--- config.mk ---
export PLATFORM = sky130hd
export DESIGN_NAME = beat_engine
export DESIGN_NICKNAME = d
export VERILOG_FILES = /design/src/rtl/beat_engine_pkg.sv /design/src/rtl/beat_engine_tempo_ramp.sv /design/src/rtl/beat_engine.sv
export SDC_FILE = /design/constraint.sdc
export NUM_CORES = 1
export LEC_CHECK = 0
export ABC_AREA = 1
export ABC_CLOCK_PERIOD_IN_PS = 7200
export BUFFER_PORTS_ARGS = -buffer_cell sky130_fd_sc_hd__buf_2
export CORE_UTILIZATION = 25
export DETAILED_ROUTE_END_ITERATION = 12
export PLACE_DENSITY_LB_ADDON = 0.12
export REMOVE_ABC_BUFFERS = 1
export SETUP_SLACK_MARGIN = 0.15
export SKIP_LAST_GASP = 1
export SYNTH_ARGS = -nofsm -noshare
export SYNTH_HDL_FRONTEND = slang
export SYNTH_SLANG_ARGS = --single-unit
--- constraint.sdc ---
create_clock -name clk -period 7.2 [get_ports clk]
set_input_delay 1.08 -clock clk [delete_from_list [all_inputs] [get_ports clk]]
set_output_delay 1.08 -clock clk [all_outputs]
set_load 0.05 [all_outputs]
--- src/rtl/beat_engine_pkg.sv ---
// Shared encodings and default tempo constants for the beat engine.
// Latency: n/a (declarations only).
// Backpressure: n/a.
package beat_engine_pkg;

    // Level select codes carried on the mode input
    typedef enum logic [1:0] {
        MODE_ENDLESS = 2'd0,
        MODE_LEVEL_1 = 2'd1,
        MODE_LEVEL_2 = 2'd2,
        MODE_LEVEL_3 = 2'd3
    } mode_t;

    // Engine control states
    typedef enum logic [1:0] {
        BE_IDLE   = 2'd0,
        BE_RUN    = 2'd1,
        BE_PAUSED = 2'd2
    } be_state_t;

    // Default tempo constants
    localparam int DEF_TICK_HZ       = 10000;
    localparam int DEF_SUBDIV        = 10;
    localparam int DEF_BEATS_PER_BAR = 4;
    localparam int DEF_BPM_W         = 9;
    localparam int DEF_BPM_L1        = 60;
    localparam int DEF_BPM_L2        = 90;
    localparam int DEF_BPM_L3        = 120;
    localparam int DEF_BPM_START     = 60;
    localparam int DEF_BPM_MAX       = 240;
    localparam int DEF_RAMP_NUM      = 15;
    localparam int DEF_RAMP_DEN      = 14;

endpackage

--- src/rtl/beat_engine_tempo_ramp.sv ---
// Endless-mode tempo register: multiplies by RAMP_NUM/RAMP_DEN per step, saturating.
// Latency: new tempo visible one clk after the step cycle.
// Backpressure: none; step is a qualified one-cycle pulse, clr wins over step.
module tempo_ramp #(
    parameter int BPM_W     = 9,
    parameter int BPM_START = 60,
    parameter int BPM_MAX   = 240,
    parameter int RAMP_NUM  = 15,
    parameter int RAMP_DEN  = 14
) (
    input  logic             clk,
    input  logic             rst_n,
    input  logic             clr,
    input  logic             step,
    output logic [BPM_W-1:0] bpm
);

    // One extra bit beyond the product width keeps bpm*RAMP_NUM from wrapping
    localparam int MUL_W = BPM_W + $clog2(RAMP_NUM) + 1;

    logic [MUL_W-1:0] prod;
    logic [MUL_W-1:0] quo;
    logic [MUL_W-1:0] nxt;

    // Next tempo: scaled value, forced to advance by at least 1, clipped at the ceiling
    always_comb begin
        prod = MUL_W'(bpm) * MUL_W'(RAMP_NUM);
        quo  = prod / MUL_W'(RAMP_DEN);
        nxt  = quo;
        if (quo == MUL_W'(bpm)) begin
            nxt = quo + MUL_W'(1);
        end
        if (nxt > MUL_W'(BPM_MAX)) begin
            nxt = MUL_W'(BPM_MAX);
        end
    end

    // Tempo register: back to the start tempo on reset or restart
    always_ff @(posedge clk) begin
        if (!rst_n || clr) begin
            bpm <= BPM_W'(BPM_START);
        end else if (step) begin
            bpm <= BPM_W'(nxt);
        end
    end

endmodule

--- src/rtl/beat_engine.sv ---
// Tempo engine: phase-accumulator sub-beat/beat/bar pulse generator with run/pause control.
// Latency: sub/beat/bar pulses one clk after the qualifying tick_en, coincident, one cycle wide.
// Backpressure: none; tick_en/sec_en arriving in a pause or restart cycle are dropped.
module beat_engine
    import beat_engine_pkg::*;
#(
    parameter int TICK_HZ       = DEF_TICK_HZ,
    parameter int SUBDIV        = DEF_SUBDIV,
    parameter int BEATS_PER_BAR = DEF_BEATS_PER_BAR,
    parameter int BPM_W         = DEF_BPM_W,
    parameter int BPM_L1        = DEF_BPM_L1,
    parameter int BPM_L2        = DEF_BPM_L2,
    parameter int BPM_L3        = DEF_BPM_L3,
    parameter int BPM_START     = DEF_BPM_START,
    parameter int BPM_MAX       = DEF_BPM_MAX,
    parameter int RAMP_NUM      = DEF_RAMP_NUM,
    parameter int RAMP_DEN      = DEF_RAMP_DEN
) (
    input  logic                             clk,
    input  logic                             rst_n,
    input  logic                             tick_en,
    input  logic                             sec_en,
    input  logic [1:0]                       mode,
    input  logic                             start,
    input  logic                             pause,
    input  logic                             restart,
    output logic                             sub_pulse,
    output logic                             beat_pulse,
    output logic                             bar_pulse,
    output logic                             beat_level,
    output logic [$clog2(SUBDIV)-1:0]        sub_idx,
    output logic [$clog2(BEATS_PER_BAR)-1:0] beat_idx,
    output logic [BPM_W-1:0]                 bpm_cur,
    output logic                             running
);

    localparam int LIMIT  = TICK_HZ * 60;
    localparam int ACC_W  = $clog2(LIMIT + BPM_MAX * SUBDIV + 1);
    localparam int SUB_W  = $clog2(SUBDIV);
    localparam int BEAT_W = $clog2(BEATS_PER_BAR);

    localparam logic [ACC_W-1:0]  LIMIT_V   = ACC_W'(LIMIT);
    localparam logic [SUB_W-1:0]  SUB_LAST  = SUB_W'(SUBDIV - 1);
    localparam logic [BEAT_W-1:0] BEAT_LAST = BEAT_W'(BEATS_PER_BAR - 1);

    // At most one sub-beat may fall due per tick, otherwise pulses would be lost
    if (BPM_MAX * SUBDIV >= LIMIT) begin : g_cfg_check
        $error("beat_engine: BPM_MAX*SUBDIV must be below TICK_HZ*60");
    end

    be_state_t        state;
    logic [ACC_W-1:0] acc;
    logic [ACC_W-1:0] inc;
    logic [ACC_W-1:0] sum;
    logic [BPM_W-1:0] bpm_ramp;
    logic             run_ok;
    logic             ramp_step;

    // Ticks and seconds only count in a clean RUN cycle (no pause, no restart)
    assign run_ok    = (state == BE_RUN) && !restart && !pause;
    assign ramp_step = run_ok && sec_en && (mode_t'(mode) == MODE_ENDLESS);

    tempo_ramp #(
        .BPM_W     (BPM_W),
        .BPM_START (BPM_START),
        .BPM_MAX   (BPM_MAX),
        .RAMP_NUM  (RAMP_NUM),
        .RAMP_DEN  (RAMP_DEN)
    ) u_tempo_ramp (
        .clk   (clk),
        .rst_n (rst_n),
        .clr   (restart),
        .step  (ramp_step),
        .bpm   (bpm_ramp)
    );

    // Active tempo follows mode directly; the accumulator sees it on the next tick
    always_comb begin
        bpm_cur = BPM_W'(BPM_L1);
        case (mode_t'(mode))
            MODE_ENDLESS: bpm_cur = bpm_ramp;
            MODE_LEVEL_1: bpm_cur = BPM_W'(BPM_L1);
            MODE_LEVEL_2: bpm_cur = BPM_W'(BPM_L2);
            MODE_LEVEL_3: bpm_cur = BPM_W'(BPM_L3);
            default:      bpm_cur = BPM_W'(BPM_L1);
        endcase
        inc = ACC_W'(bpm_cur) * ACC_W'(SUBDIV);
        sum = acc + inc;
    end

    // Control FSM, phase accumulator and position counters with registered pulses
    always_ff @(posedge clk) begin
        if (!rst_n) begin
            state      <= BE_IDLE;
            running    <= 1'b0;
            acc        <= '0;
            sub_idx    <= '0;
            beat_idx   <= '0;
            sub_pulse  <= 1'b0;
            beat_pulse <= 1'b0;
            bar_pulse  <= 1'b0;
            beat_level <= 1'b1;
        end else begin
            sub_pulse  <= 1'b0;
            beat_pulse <= 1'b0;
            bar_pulse  <= 1'b0;
            if (restart) begin
                state      <= BE_RUN;
                running    <= 1'b1;
                acc        <= '0;
                sub_idx    <= '0;
                beat_idx   <= '0;
                beat_level <= 1'b1;
            end else begin
                case (state)
                    BE_IDLE: begin
                        if (start) begin
                            state   <= BE_RUN;
                            running <= 1'b1;
                        end
                    end
                    BE_RUN: begin
                        if (pause) begin
                            state   <= BE_PAUSED;
                            running <= 1'b0;
                        end else if (tick_en) begin
                            if (sum >= LIMIT_V) begin
                                acc       <= sum - LIMIT_V;
                                sub_pulse <= 1'b1;
                                if (sub_idx == SUB_LAST) begin
                                    sub_idx    <= '0;
                                    beat_pulse <= 1'b1;
                                    beat_level <= ~beat_level;
                                    if (beat_idx == BEAT_LAST) begin
                                        beat_idx  <= '0;
                                        bar_pulse <= 1'b1;
                                    end else begin
                                        beat_idx <= beat_idx + BEAT_W'(1);
                                    end
                                end else begin
                                    sub_idx <= sub_idx + SUB_W'(1);
                                end
                            end else begin
                                acc <= sum;
                            end
                        end
                    end
                    BE_PAUSED: begin
                        if (!pause) begin
                            state   <= BE_RUN;
                            running <= 1'b1;
                        end
                    end
                    default: begin
                        state   <= BE_IDLE;
                        running <= 1'b0;
                    end
                endcase
            end
        end
    end

endmodule

# == Word-level counts from Yosys, hierarchy flattened ==
# Index checks and enable logic that the tools add are counted.
# word_totals
ff_bits,42
latch_bits,0
ram_bits,0
romBits,0
word_cells,80
memories,0
# classes
addsub,5
mul,2
div_mod_pow,1
n_lt_le_gt_ge,2
n_eq_ne,14
shift,0
mux,19
bitwise,7
reduce_logical,19
# ops
cell,count
9-bit case mux with 4 select lines,1
20-bit by 13-bit adder with 20-bit output,1
20-bit greater-or-equal comparator (second input constant),1
20-bit 2-to-1 mux,1
20-bit subtractor (second input constant),1
14-bit by 1-bit adder with 14-bit output (second input constant),1
13-bit by 4-bit divider with 14-bit output (second input constant),1
14-bit by 9-bit equality test with 1-bit output,1
14-bit by 8-bit > comparator with 1-bit output (second input constant),1
14-bit 2-to-1 mux,1
9-bit by 4-bit multiplier with 13-bit output (second input constant),1
9-bit by 3-bit multiplier with 12-bit output (second input constant),1
9-bit 2-to-1 mux,1
3-bit inequality test (second input constant),3
3-bit AND reduction,3
2-bit equality test (second input constant),4
1-bit 2-to-1 mux,8
2-bit 2-to-1 mux,4
1-bit NOT,7
7-bit OR reduction,1
2-bit inequality test (second input constant),3
2-bit case mux with 3 select lines,1
6-bit OR reduction,1
5-bit AND reduction,1
other kinds (13),20

# == Depth between registers and ports, before layout ==
# Gate-level depths: netlist of the first run.
# depth
depth_word,7
mapped_depth,57

# == Modules after synthesis ==
# Synthesis of the first run repeated with hierarchy kept, for this count alone.
# hier_totals
hier_cells,1010
hier_area_um2,6070.8
# by_module_without_submodules
module,n_inst,cells_each,area_per_inst_um2,seq_area_each_um2
beat_engine,1,615,3534.6,640.6
tempo_ramp,1,395,2536.2,180.2

# == Least setup slack after synthesis of the first run ==
# No wires, ideal clock.
# synth_path
path_type,input to register
startpoint,input mode[1]
endpoint,register beat_level
arrival_time_ns,6.625
required_ns,7.079
slack_ns,0.455
cell_stages,27
n_path_buf,0
path_cell_list,o21ai_0 -> ha_1 -> ha_1 -> nand2_1 -> o21ai_0 -> a21oi_1 -> o21ai_0 -> xnor2_1 -> inv_1 -> ha_1 -> inv_1 -> o21bai_1 -> a21oi_1 -> o21ai_0 -> nand4_1 -> nor2_1 -> xor2_1 -> nor3_1 -> o41ai_1 -> nand2_1 -> nor2_1 -> inv_1 -> nor2_1 -> nand4_1 -> nor2_1 -> inv_1 -> mux2_2
# synth_via
elab_chain_cells,6
word_cells_on_any_way,9
classes_between,add/sub (1); mul (1); order compare (1); eq/ne (3); mux (1); reduce/logical (2)
# synth_lines
element,line_no,source
from (decl),beat_engine.sv:23,"input logic [1:0] mode,"
2-bit equality test (tied with other cells),beat_engine.sv:80,case (mode_t'(mode))
9-bit case mux with 4 select lines *,beat_engine.sv:80,
9-bit by 3-bit multiplier with 12-bit output *,beat_engine.sv:87,inc = ACC_W'(bpm_cur) * ACC_W'(SUBDIV);
20-bit by 13-bit adder with 20-bit output *,beat_engine.sv:88,sum = acc + inc;
20-bit greater-or-equal comparator *,beat_engine.sv:127,if (sum >= LIMIT_V) begin
5-bit AND reduction (no line) *,-,
to (signal assigned),beat_engine.sv:133,beat_level <= ~beat_level;
to (decl),beat_engine.sv:30,"output logic beat_level,"
# Mark *: on every way between the ends. The rest lies on a longest branch, timed or not.
# A chain may end at the register's enable or synchronous reset.

# == Worst setup path after layout of the first run ==
# layout_path
startpoint,register u_tempo_ramp.bpm[2]
endpoint,register u_tempo_ramp.bpm[5]
# layout_via
elab_chain_cells,6
word_cells_on_any_way,7
classes_between,add/sub (1); mul (1); div (1); order compare (1); eq/ne (1); mux (2)
# layout_lines
element,line_no,source
from (decl),beat_engine_tempo_ramp.sv:15,output logic [BPM_W-1:0] bpm
from (signal assigned),beat_engine_tempo_ramp.sv:41,bpm <= BPM_W'(BPM_START);
from (signal assigned),beat_engine_tempo_ramp.sv:43,bpm <= BPM_W'(nxt);
9-bit by 4-bit multiplier with 13-bit output,beat_engine_tempo_ramp.sv:27,prod = MUL_W'(bpm) * MUL_W'(RAMP_NUM);
13-bit by 4-bit divider with 14-bit output,beat_engine_tempo_ramp.sv:28,quo = prod / MUL_W'(RAMP_DEN);
14-bit by 1-bit adder with 14-bit output / 14-bit by 9-bit equality test with 1-bit output (equally long branches),"beat_engine_tempo_ramp.sv:31, beat_engine_tempo_ramp.sv:30",
14-bit 2-to-1 mux *,beat_engine_tempo_ramp.sv:30,if (quo == MUL_W'(bpm)) begin
14-bit by 8-bit > comparator with 1-bit output,beat_engine_tempo_ramp.sv:33,if (nxt > MUL_W'(BPM_MAX)) begin
9-bit 2-to-1 mux *,beat_engine_tempo_ramp.sv:33,
# Marked as above.

==> impl_metrics.ini, run 1 <==
[pwr]
proportion_of_power_drawn_by_flip_flops_and_latches_pct = 24.5
p_sw_share_pct = 37.39
power_switching_mw = 0.3547
p_per_area_nw_per_um2 = 157.8
share_comb_of_total_power_pct = 44.2
intPower_mw = 0.5940
p_clk_share_pct = 31.2
peak_supply_drop_mv = 0.1507
p_leak_nw = 2.877

[routing]
wire_per_inst_um = 12.02
detail_route.first_pass.iterations = 4
antenna_left = 0
route.layer.met1.wl_mm = 6.121
drt_iter0_markers = 184
via_density = 4.363
drc_violations_left = 0
topmost_layer_with_routed_signal_wires = met4
routed-via-count = 4721
wl_mm = 13.01
wl_met2_mm = 6.637
met3_length_um = 127

[logic_synthesis]
yosys.area.top_type_share_pct = 16.56
ys_warn_count = 0
post_synth_main_area_contributors = sky130_fd_sc_hd__dfxtp_1 17%, sky130_fd_sc_hd__ha_1 12%, sky130_fd_sc_hd__nand2_1 11%
ys_ff_latch = 41
total_standard_cell_area_after_synthesis_sq_um = 4957
synth_cell_type_count = 41
synthesis.instances = 754
post_synth.cell_area_avg_sq_um = 6.575
synth_area_leader_cell = sky130_fd_sc_hd__dfxtp_1
synth_sequential_area_ratio_pct = 16.56

[clock_network]
clkSlewWorstSetupHoldPaths_ns = 0.06
h-tree-depth = 2
clock_tree_buf_depth = 2
cts_buffers = 5
clk_latency_ns = 0.28
cts_tree = done
cts_root_buf = sky130_fd_sc_hd__clkbuf_16
clock-sinks = 41

[cells_and_area]
antenna-diode-count = 0
nNetsFinal = 889
final_layout_size_suffix_gt1_share_pct = 19.71
area.growth.synth_to_final_pct = 21.30
mostFrequentLayoutCells = 142 x sky130_fd_sc_hd__nand2_1, 124 x sky130_fd_sc_hd__inv_1, 73 x sky130_fd_sc_hd__nor2_1
final_cell_count_without_fillers = 1082
most_common_cell_after_layout_fill_and_taps_aside = sky130_fd_sc_hd__nand2_1
finish.instance_area_sq_um = 6013
postLayoutCoreUtil_pct = 30.90
layout.filler_cells = 2143

[timing]
grt_setup_unrepaired = true
layout_worst_path_cycle_share_pct = 90.09
tightestPinTransition_ns = 1.035
final_max_slew_viol_count = 0
final-hold-violation-count = 0
timing.final.ws_setup_ns = 0.7136
period_needed_ns = 6.486
max_clock_freq_ghz = 0.1542
setup_violations = 0
finalClockSkew_ns = 0.003586
setup_tns_ns = 0
relSlewSlack_pct = 30.77

[global_routing]
global_route.overflow_total = 0
grt_first_pass_wirelength_mm = 21.88
grt_pass1_vias = 4479
antenna_found_initial = 0
grt_start_max_net_pins = 25
all_layer_global_routing_usage_pct = 13.40

[placement]
dpl.hpwl_mm = 10.86
placed_standard_cell_area_sq_um = 5632
port_buffers = 28
globalplace.congestion = 0.7956
place_ws_ns = 0.2721
placed_instances = 1070

[floorplanning]
fp.dieH_um = 142.8
start_util_pct = 25.47
boundaryPins = 29
floorplan.die_area_sq_um = 20400
chipWidth_um = 142.8
placement_rows = 51
coreArea_sq_um = 19460

[critical_path]
cp_endpoint = u_tempo_ramp.bpm[5]
timing.critical_path.slowest_stage_cell = sky130_fd_sc_hd__fa_1
r2r_end = u_tempo_ramp.bpm[5]
rr_worst_depth = 47
timing.critical_path.to_type = flop
timing.critical_path.mode_cell = sky130_fd_sc_hd__nand2_1
critical-path-max-stage-delay_ns = 0.53
reg2reg_from = u_tempo_ramp.bpm[2]
arrival_ns = 6.65
timing.critical_path.fanout_max = 7
timing.reg2reg.setup_slack_ns = 0.71
cp.required_ns = 7.37
timing_worst_setup_path_type = reg -> reg
setup.worst_path.start_class = flop
timing.critical_path.from = u_tempo_ramp.bpm[2]

[run]
timing.max_cap.violations = 0

[outcome]
run_status = finished clean

[hold_path]
worst_hold_path_type = reg -> reg
critical path: cells and delay by family, from the launching register on:
kind                       cells  cell delay, ns
AOI/OAI and AO/OA              3            0.47
adders and majority gates      4            1.53
buffers and inverters          6            0.57
DFF                            1            0.32
and+or+nand+nor               34            3.46
state kept, by name (all words and copies together), names as in the netlist:
| name | flops |
|---|---|
| acc | 19 |
| bar_pulse | 1 |
| beat_idx | 2 |
| beat_level | 1 |
| beat_pulse | 1 |
| running | 1 |
| state | 2 |
| sub_idx | 4 |
| sub_pulse | 1 |
| u_tempo_ramp.bpm | 9 |
worst min-delay path by stage:
stage / depth (start not counted) / endpoint / from
after detailed placement: 2 / acc[7] / acc[7]
after CTS: 2 / acc[7] / acc[7]
after global routing: 2 / acc[7] / acc[7]
after global placement: 2 / acc[19] / acc[19]
after floorplan: 2 / acc[3] / acc[3]
final: 2 / running / running
area by class of cell:
type | count | area, sq um | share of cell area (%)
multi-input combinational | 569 | 3739 | 62.17
clock inverter | 3 | 68.82 | 1.144
tap | 265 | 331.6 | 5.514
timing repair buffer | 63 | 402.9 | 6.700
inverter | 136 | 515.5 | 8.573
clock buffer | 5 | 125.1 | 2.081
sequential | 41 | 830.8 | 13.82
metrics by stage:
| stage | hold WS [ns] | total power [mW] |
|---|---|---|
| 2_1_floorplan | 0.4497 | 0.5177 |
| 3_3_place_gp | 0.4702 | 0.6470 |
| 3_5_place_dp | 0.4673 | 0.6438 |
| 4_1_cts | 0.4773 | 0.9474 |
| 5_1_grt | 0.4941 | 1.025 |
| 6_report | 0.4723 | 0.9487 |
power by group through the flow:
| stage | Clock (mW) | Sequential (mW) | Combinational [mW] |
|---|---|---|---|
| 5_1_grt | 0.317 | 0.233 | 0.475 |
| 3_5_place_dp | 0 | 0.238 | 0.405 |
| 2_1_floorplan | 0 | 0.240 | 0.278 |
| 3_3_place_gp | 0 | 0.238 | 0.409 |
| 6_report | 0.296 | 0.233 | 0.420 |
| 4_1_cts | 0.306 | 0.233 | 0.408 |
synthesized netlist by cell type, drive strengths merged:
library cell  number
a21oi             51
nand2            174
xor2              30
or3b               1
a31oi              4
nand3             55
mux2               1
nor3              11
nor4               4
a211oi             1
o221ai             2
clkinv             1
or4                1
o211ai             1
nand4             18
clkbuf             8
ha                47
or2                2
o31ai              3
o21ai             38
fa                17
xnor2             10
and3               1
nor2              86
dfxtp             41
o21bai             5
inv              135
nand3b             4
o41ai              2
routing by layer:
metal  GRT usage, %  vias to the layer above
li1               -                     2546
met1          16.77                     2150
met2          25.00                       21
met3         0.9054                        4
met4          2.773                        0
met5              0                        -
kinds of logic (layout without fill, tap and decap cells):
kind of cell	after synthesis	count (layout)	share of synthesized area [%]
AO/OA/AOI/OAI	107	107	12.09
XOR/XNOR	40	40	7.067
adder cells (fa/ha/maj)	64	64	18.73
buffers and inverters	144	207	10.90
flip-flops	41	41	16.56
multiplexers	1	1	0.2271
AND/OR/NAND/NOR	357	357	34.43
repair_timing:
action	4_1_cts	5_1_grt
hold buffers	0	0
buffers inserted	0	4
setup endpoints to repair	0	16
gates resized for setup	0	42
(Power assumes the default switching activity.)
==> run 2, diff against run 1 <==
CTS_BUF_LIST = sky130_fd_sc_hd__clkbuf_4 sky130_fd_sc_hd__clkbuf_8   (was not set)
==> run 2 against run 1 <==
Clock skew is 0.0040 ns higher. Largest cell class unchanged. Critical path depth stayed put. Critical path type unchanged. Flip-flop and latch count unchanged.
==> impl_metrics.ini, run 2 (same netlist as run 1, synthesis figures left out) <==
[timing]
grt_setup_unrepaired = true
timing.final.ws_setup_ns = 0.7130
final-hold-violation-count = 0
max_clock_freq_ghz = 0.1542
finalClockSkew_ns = 0.007540
final_max_slew_viol_count = 0
final_hold_slack_ns = 0.4770
layout_worst_path_cycle_share_pct = 90.10
tightestPinTransition_ns = 1.038
relSlewSlack_pct = 30.52
setup_tns_ns = 0
period_needed_ns = 6.487
setup_violations = 0

[placement]
port_buffers = 28
dpl.hpwl_mm = 10.86
place_ws_ns = 0.2721
globalplace.congestion = 0.7956

[routing]
drt_iter0_markers = 202
wire_per_inst_um = 12.00
via_density = 4.366
routed-via-count = 4733
wl_mm = 13.01
antenna_left = 0
drc_violations_left = 0
detail_route.first_pass.iterations = 4

[hold_path]
worst_hold_path_type = reg -> reg

[floorplanning]
boundaryPins = 29
floorplan.die_area_sq_um = 20400
placement_rows = 51
fp.dieH_um = 142.8
coreArea_sq_um = 19460
start_util_pct = 25.47
chipWidth_um = 142.8

[cells_and_area]
largest_register = acc
final_layout_size_suffix_gt1_share_pct = 19.90
most_common_cell_after_layout_fill_and_taps_aside = sky130_fd_sc_hd__nand2_1
area.growth.synth_to_final_pct = 20.47
layout.filler_cells = 2150
mostFrequentLayoutCells = 142 x sky130_fd_sc_hd__nand2_1, 124 x sky130_fd_sc_hd__inv_1, 73 x sky130_fd_sc_hd__nor2_1
antenna-diode-count = 0
largest_register_ffs = 19
nNetsFinal = 891
top_regs = acc x19, u_tempo_ramp.bpm x9, sub_idx x4

[critical_path]
timing.critical_path.mode_cell = sky130_fd_sc_hd__nand2_1
cp.required_ns = 7.39
timing.critical_path.slowest_stage_cell = sky130_fd_sc_hd__fa_1
setup.worst_path.start_class = flop
timing_worst_setup_path_type = reg -> reg
critical-path-max-stage-delay_ns = 0.53
arrival_ns = 6.67
timing.critical_path.to_type = flop
timing.critical_path.fanout_max = 7

[clock_network]
h-tree-depth = 2
cts_root_buf = sky130_fd_sc_hd__clkbuf_8
clock-sinks = 41
cts_buffers = 5
clkSlewWorstSetupHoldPaths_ns = 0.09
clk_latency_ns = 0.30
post_cts_hold_buffer_count = 0
cts_tree = done
clock_tree_buf_depth = 2

[pwr]
p_per_area_nw_per_um2 = 147.7
peak_supply_drop_mv = 0.08163
design_power_total_mw = 0.8819
p_leak_nw = 2.862

[run]
timing.max_cap.violations = 0

[global_routing]
all_layer_global_routing_usage_pct = 13.42
grt_first_pass_wirelength_mm = 21.89
global_route.overflow_total = 0
grt_pass1_vias = 4474
grt_start_max_net_pins = 25
antenna_found_initial = 0

[outcome]
run_status = finished clean
-- run 2: final cells by class --
type                    count  area (sq um)  share of cell area, %
clock buffers               5         68.82                  1.152
multi-input cells         569          3739                  62.60
clock inverters             3         68.82                  1.152
flip-flops and latches     41         830.8                  13.91
inverters                 136         515.5                  8.632
well taps                 265         331.6                  5.552
repair buffers             65         417.9                  6.998
-- run 2: final timing paths --
path | from | end | slack, ns | cells after the start
setup / recovery | u_tempo_ramp.bpm[2] | u_tempo_ramp.bpm[5] | 0.71 | 47
hold reg to reg | sub_idx[0] | sub_idx[0] | 0.48 | 2
setup reg to reg | u_tempo_ramp.bpm[2] | u_tempo_ramp.bpm[5] | 0.71 | 47
hold / removal | sub_idx[0] | sub_idx[0] | 0.48 | 2
-- run 2: report_power, final --
group | leakage [nW] | switching (mW) | internal, mW | total, mW
clock | 0.0687 | 0.0903 | 0.140 | 0.230
combinational | 2.46 | 0.255 | 0.164 | 0.420
sequential | 0.332 | 0.00286 | 0.229 | 0.232
total | 2.86 | 0.348 | 0.534 | 0.882
-- run 2: critical path: cells and delay by family (launching register included) --
| kind | cells | cell delay (ns) |
|---|---|---|
| AND/OR/NAND/NOR | 34 | 3.46 |
| adder cells (fa/ha/maj) | 4 | 1.53 |
| buffers and inverters | 6 | 0.57 |
| AO/OA/AOI/OAI | 3 | 0.47 |
| flip-flops | 1 | 0.33 |
-- run 2: repair_timing --
| item | 4_1_cts | 5_1_grt |
|---|---|---|
| hold endpoints to repair | 0 | 0 |
| resized for setup | 0 | 42 |
| setup endpoints to repair | 0 | 15 |
| buffers inserted | 0 | 6 |
-- run 2: metal layers --
| layer | share of wire [%] | track usage [%] | up-vias |
|---|---|---|---|
| li1 | - | - | 2548 |
| met1 | 47 | 16.79 | 2153 |
| met2 | 51 | 24.97 | 26 |
| met3 | 1.1 | 1.006 | 6 |
| met4 | 0.98 | 2.773 | 0 |
| met5 | 0 | 0 | - |
-- run 2: stage by stage --
stage	std cells	utilization, %	area [sq um]
6_report	1084	30.68	5972
5_1_grt	1084	30.68	5972
4_1_cts	1078	29.64	5769
3_5_place_dp	1070	28.94	5632
3_3_place_gp	1070	28.94	5632
2_1_floorplan	746	-	4927
==> run 3, diff against run 2 <==
--- a/config.mk
+++ b/config.mk
@@ -14,2 +14,3 @@
 export PLACE_DENSITY_LB_ADDON = 0.12
+export RECOVER_POWER = 25
 export REMOVE_ABC_BUFFERS = 1
--- a/constraint.sdc
+++ b/constraint.sdc
@@ -3,2 +3,2 @@
 set_output_delay 1.08 -clock clk [all_outputs]
-set_load 0.05 [all_outputs]
+set_load 0.005 [all_outputs]
==> run 3 against run 2 <==
Clock skew hardly changed. Critical path depth stayed put. Register-to-register slack hardly changed. Global-route usage stayed put. Sequential power hardly changed. Combinational power is 2% lower. Clock power hardly changed. Wire length is 0.24% higher. Worst hold slack better by 0.0021 ns. Total power is 0.69% lower. Count of clock-buffer cells in the layout stayed put. Largest power group unchanged.
==> impl_metrics.ini, run 3 (same netlist as run 1, synthesis figures left out) <==
[clock_network]
post_cts_hold_buffer_count = 0
cts_buffers = 5
cts_tree = done
h-tree-depth = 2
clk_latency_ns = 0.30
clkSlewWorstSetupHoldPaths_ns = 0.09
clock_tree_buf_depth = 2
clock-sinks = 41
cts_root_buf = sky130_fd_sc_hd__clkbuf_8

[routing]
wl_mm = 13.04
via_density = 4.374
wire_per_inst_um = 12.03
drc_violations_left = 0
antenna_left = 0
routed-via-count = 4741
detail_route.first_pass.iterations = 4
drt_iter0_markers = 194

[critical_path]
timing_worst_setup_path_type = reg -> reg
cp.required_ns = 7.39
critical-path-max-stage-delay_ns = 0.53
timing.critical_path.slowest_stage_cell = sky130_fd_sc_hd__fa_1
timing.critical_path.to_type = flop
setup.worst_path.start_class = flop
timing.critical_path.fanout_max = 7
timing.critical_path.mode_cell = sky130_fd_sc_hd__nand2_1
arrival_ns = 6.68
worst-path-buf-inv = 6
worst_path_dominant_cell_family = simple AND/OR/NAND/NOR gates

[floorplanning]
start_util_pct = 25.47
chipWidth_um = 142.8
coreArea_sq_um = 19460
placement_rows = 51
fp.dieH_um = 142.8
boundaryPins = 29
floorplan.die_area_sq_um = 20400

[global_routing]
all_layer_global_routing_usage_pct = 13.42
global_route.overflow_total = 0
grt_start_max_net_pins = 25
grt_first_pass_wirelength_mm = 21.89
antenna_found_initial = 0
grt_pass1_vias = 4474

[cells_and_area]
top_regs = acc x19, u_tempo_ramp.bpm x9, sub_idx x4
layout.filler_cells = 2162
final_layout_size_suffix_gt1_share_pct = 18.44
finish.instance_area_sq_um = 5954
largest_register = acc
nNetsFinal = 891
final_cell_count_without_fillers = 1084
postLayoutCoreUtil_pct = 30.59
most_common_cell_after_layout_fill_and_taps_aside = sky130_fd_sc_hd__nand2_1
area.growth.synth_to_final_pct = 20.12
largest_register_ffs = 19
mostFrequentLayoutCells = 142 x sky130_fd_sc_hd__nand2_1, 124 x sky130_fd_sc_hd__inv_1, 73 x sky130_fd_sc_hd__nor2_1
antenna-diode-count = 0

[timing]
setup_tns_ns = 0
relSlewSlack_pct = 29.80
setup_violations = 0
period_needed_ns = 6.492
grt_setup_unrepaired = true
max_clock_freq_ghz = 0.1540
tightestPinTransition_ns = 1.049
finalClockSkew_ns = 0.007609
final_max_slew_viol_count = 0
final_hold_slack_ns = 0.4791
layout_worst_path_cycle_share_pct = 90.16
final-hold-violation-count = 0

[placement]
globalplace.congestion = 0.7956
placed_instances = 1070
placed_standard_cell_area_sq_um = 5632
port_buffers = 28
dpl.hpwl_mm = 10.86

[outcome]
run_status = finished clean

[run]
timing.max_cap.violations = 0

[pwr]
p_leak_nw = 2.816
p_per_area_nw_per_um2 = 147.1
peak_supply_drop_mv = 0.08163

[hold_path]
worst_hold_path_type = reg -> reg
## run 3: changes by cell type in the layout (fill, tap and decap cells not counted)
cell and delta:
sky130_fd_sc_hd__clkbuf_1 +12, sky130_fd_sc_hd__buf_2 -11, sky130_fd_sc_hd__buf_4 -1
## run 3: metrics by stage
stage	power, mW	worst slack [ns]
finish	0.8758	0.7082
global route	0.9508	0.1130
CTS	0.8734	0.3743
detailed placement	0.6374	0.2721
global placement	0.6406	0.3313
floorplan	0.5114	1.005
## run 3: where the power goes
part           switching, mW  total (mW)  internal (mW)  leakage (nW)
combinational          0.249       0.413          0.164          2.42
sequential           0.00287       0.232          0.229         0.332
clock                 0.0908       0.231          0.140        0.0687
## run 3: worst paths after layout
path | depth (start not counted) | slack [ns] | end | startpoint
min | 2 | 0.48 | running | running
max | 47 | 0.71 | u_tempo_ramp.bpm[5] | u_tempo_ramp.bpm[2]
min reg2reg | 2 | 0.48 | running | running
max reg2reg | 47 | 0.71 | u_tempo_ramp.bpm[5] | u_tempo_ramp.bpm[2]
## run 3: worst reg2reg max path, delay by kind of cell (launching register included)
| kind | cells | cell delay (ns) |
|---|---|---|
| flops | 1 | 0.33 |
| buf+inv | 6 | 0.58 |
| compound gates | 3 | 0.47 |
| fa+ha+maj | 4 | 1.53 |
| simple gates | 34 | 3.46 |
## run 3: what timing repair did
action | in CTS | in global routing
endpoints found under the setup margin | 0 | 15
gates resized for setup | 0 | 42
buffers inserted | 0 | 6
## run 3: final cells by class
class	instances	area (sq um)	area share [%]
multi-input cells	569	3739	62.79
well taps	265	331.6	5.568
inverters	136	515.5	8.657
clock buffers	5	68.82	1.156
flip-flops and latches	41	830.8	13.95
clock inverters	3	68.82	1.156
repair buffers	65	400.4	6.724
## run 3: per-layer routing
metal	GRT usage (%)	part of all wire [%]	vias to the layer above
li1	-	-	2549
met1	16.79	47	2159
met2	24.97	51	25
met3	1.006	1.1	8
met4	2.773	1.1	0
met5	0	0	-
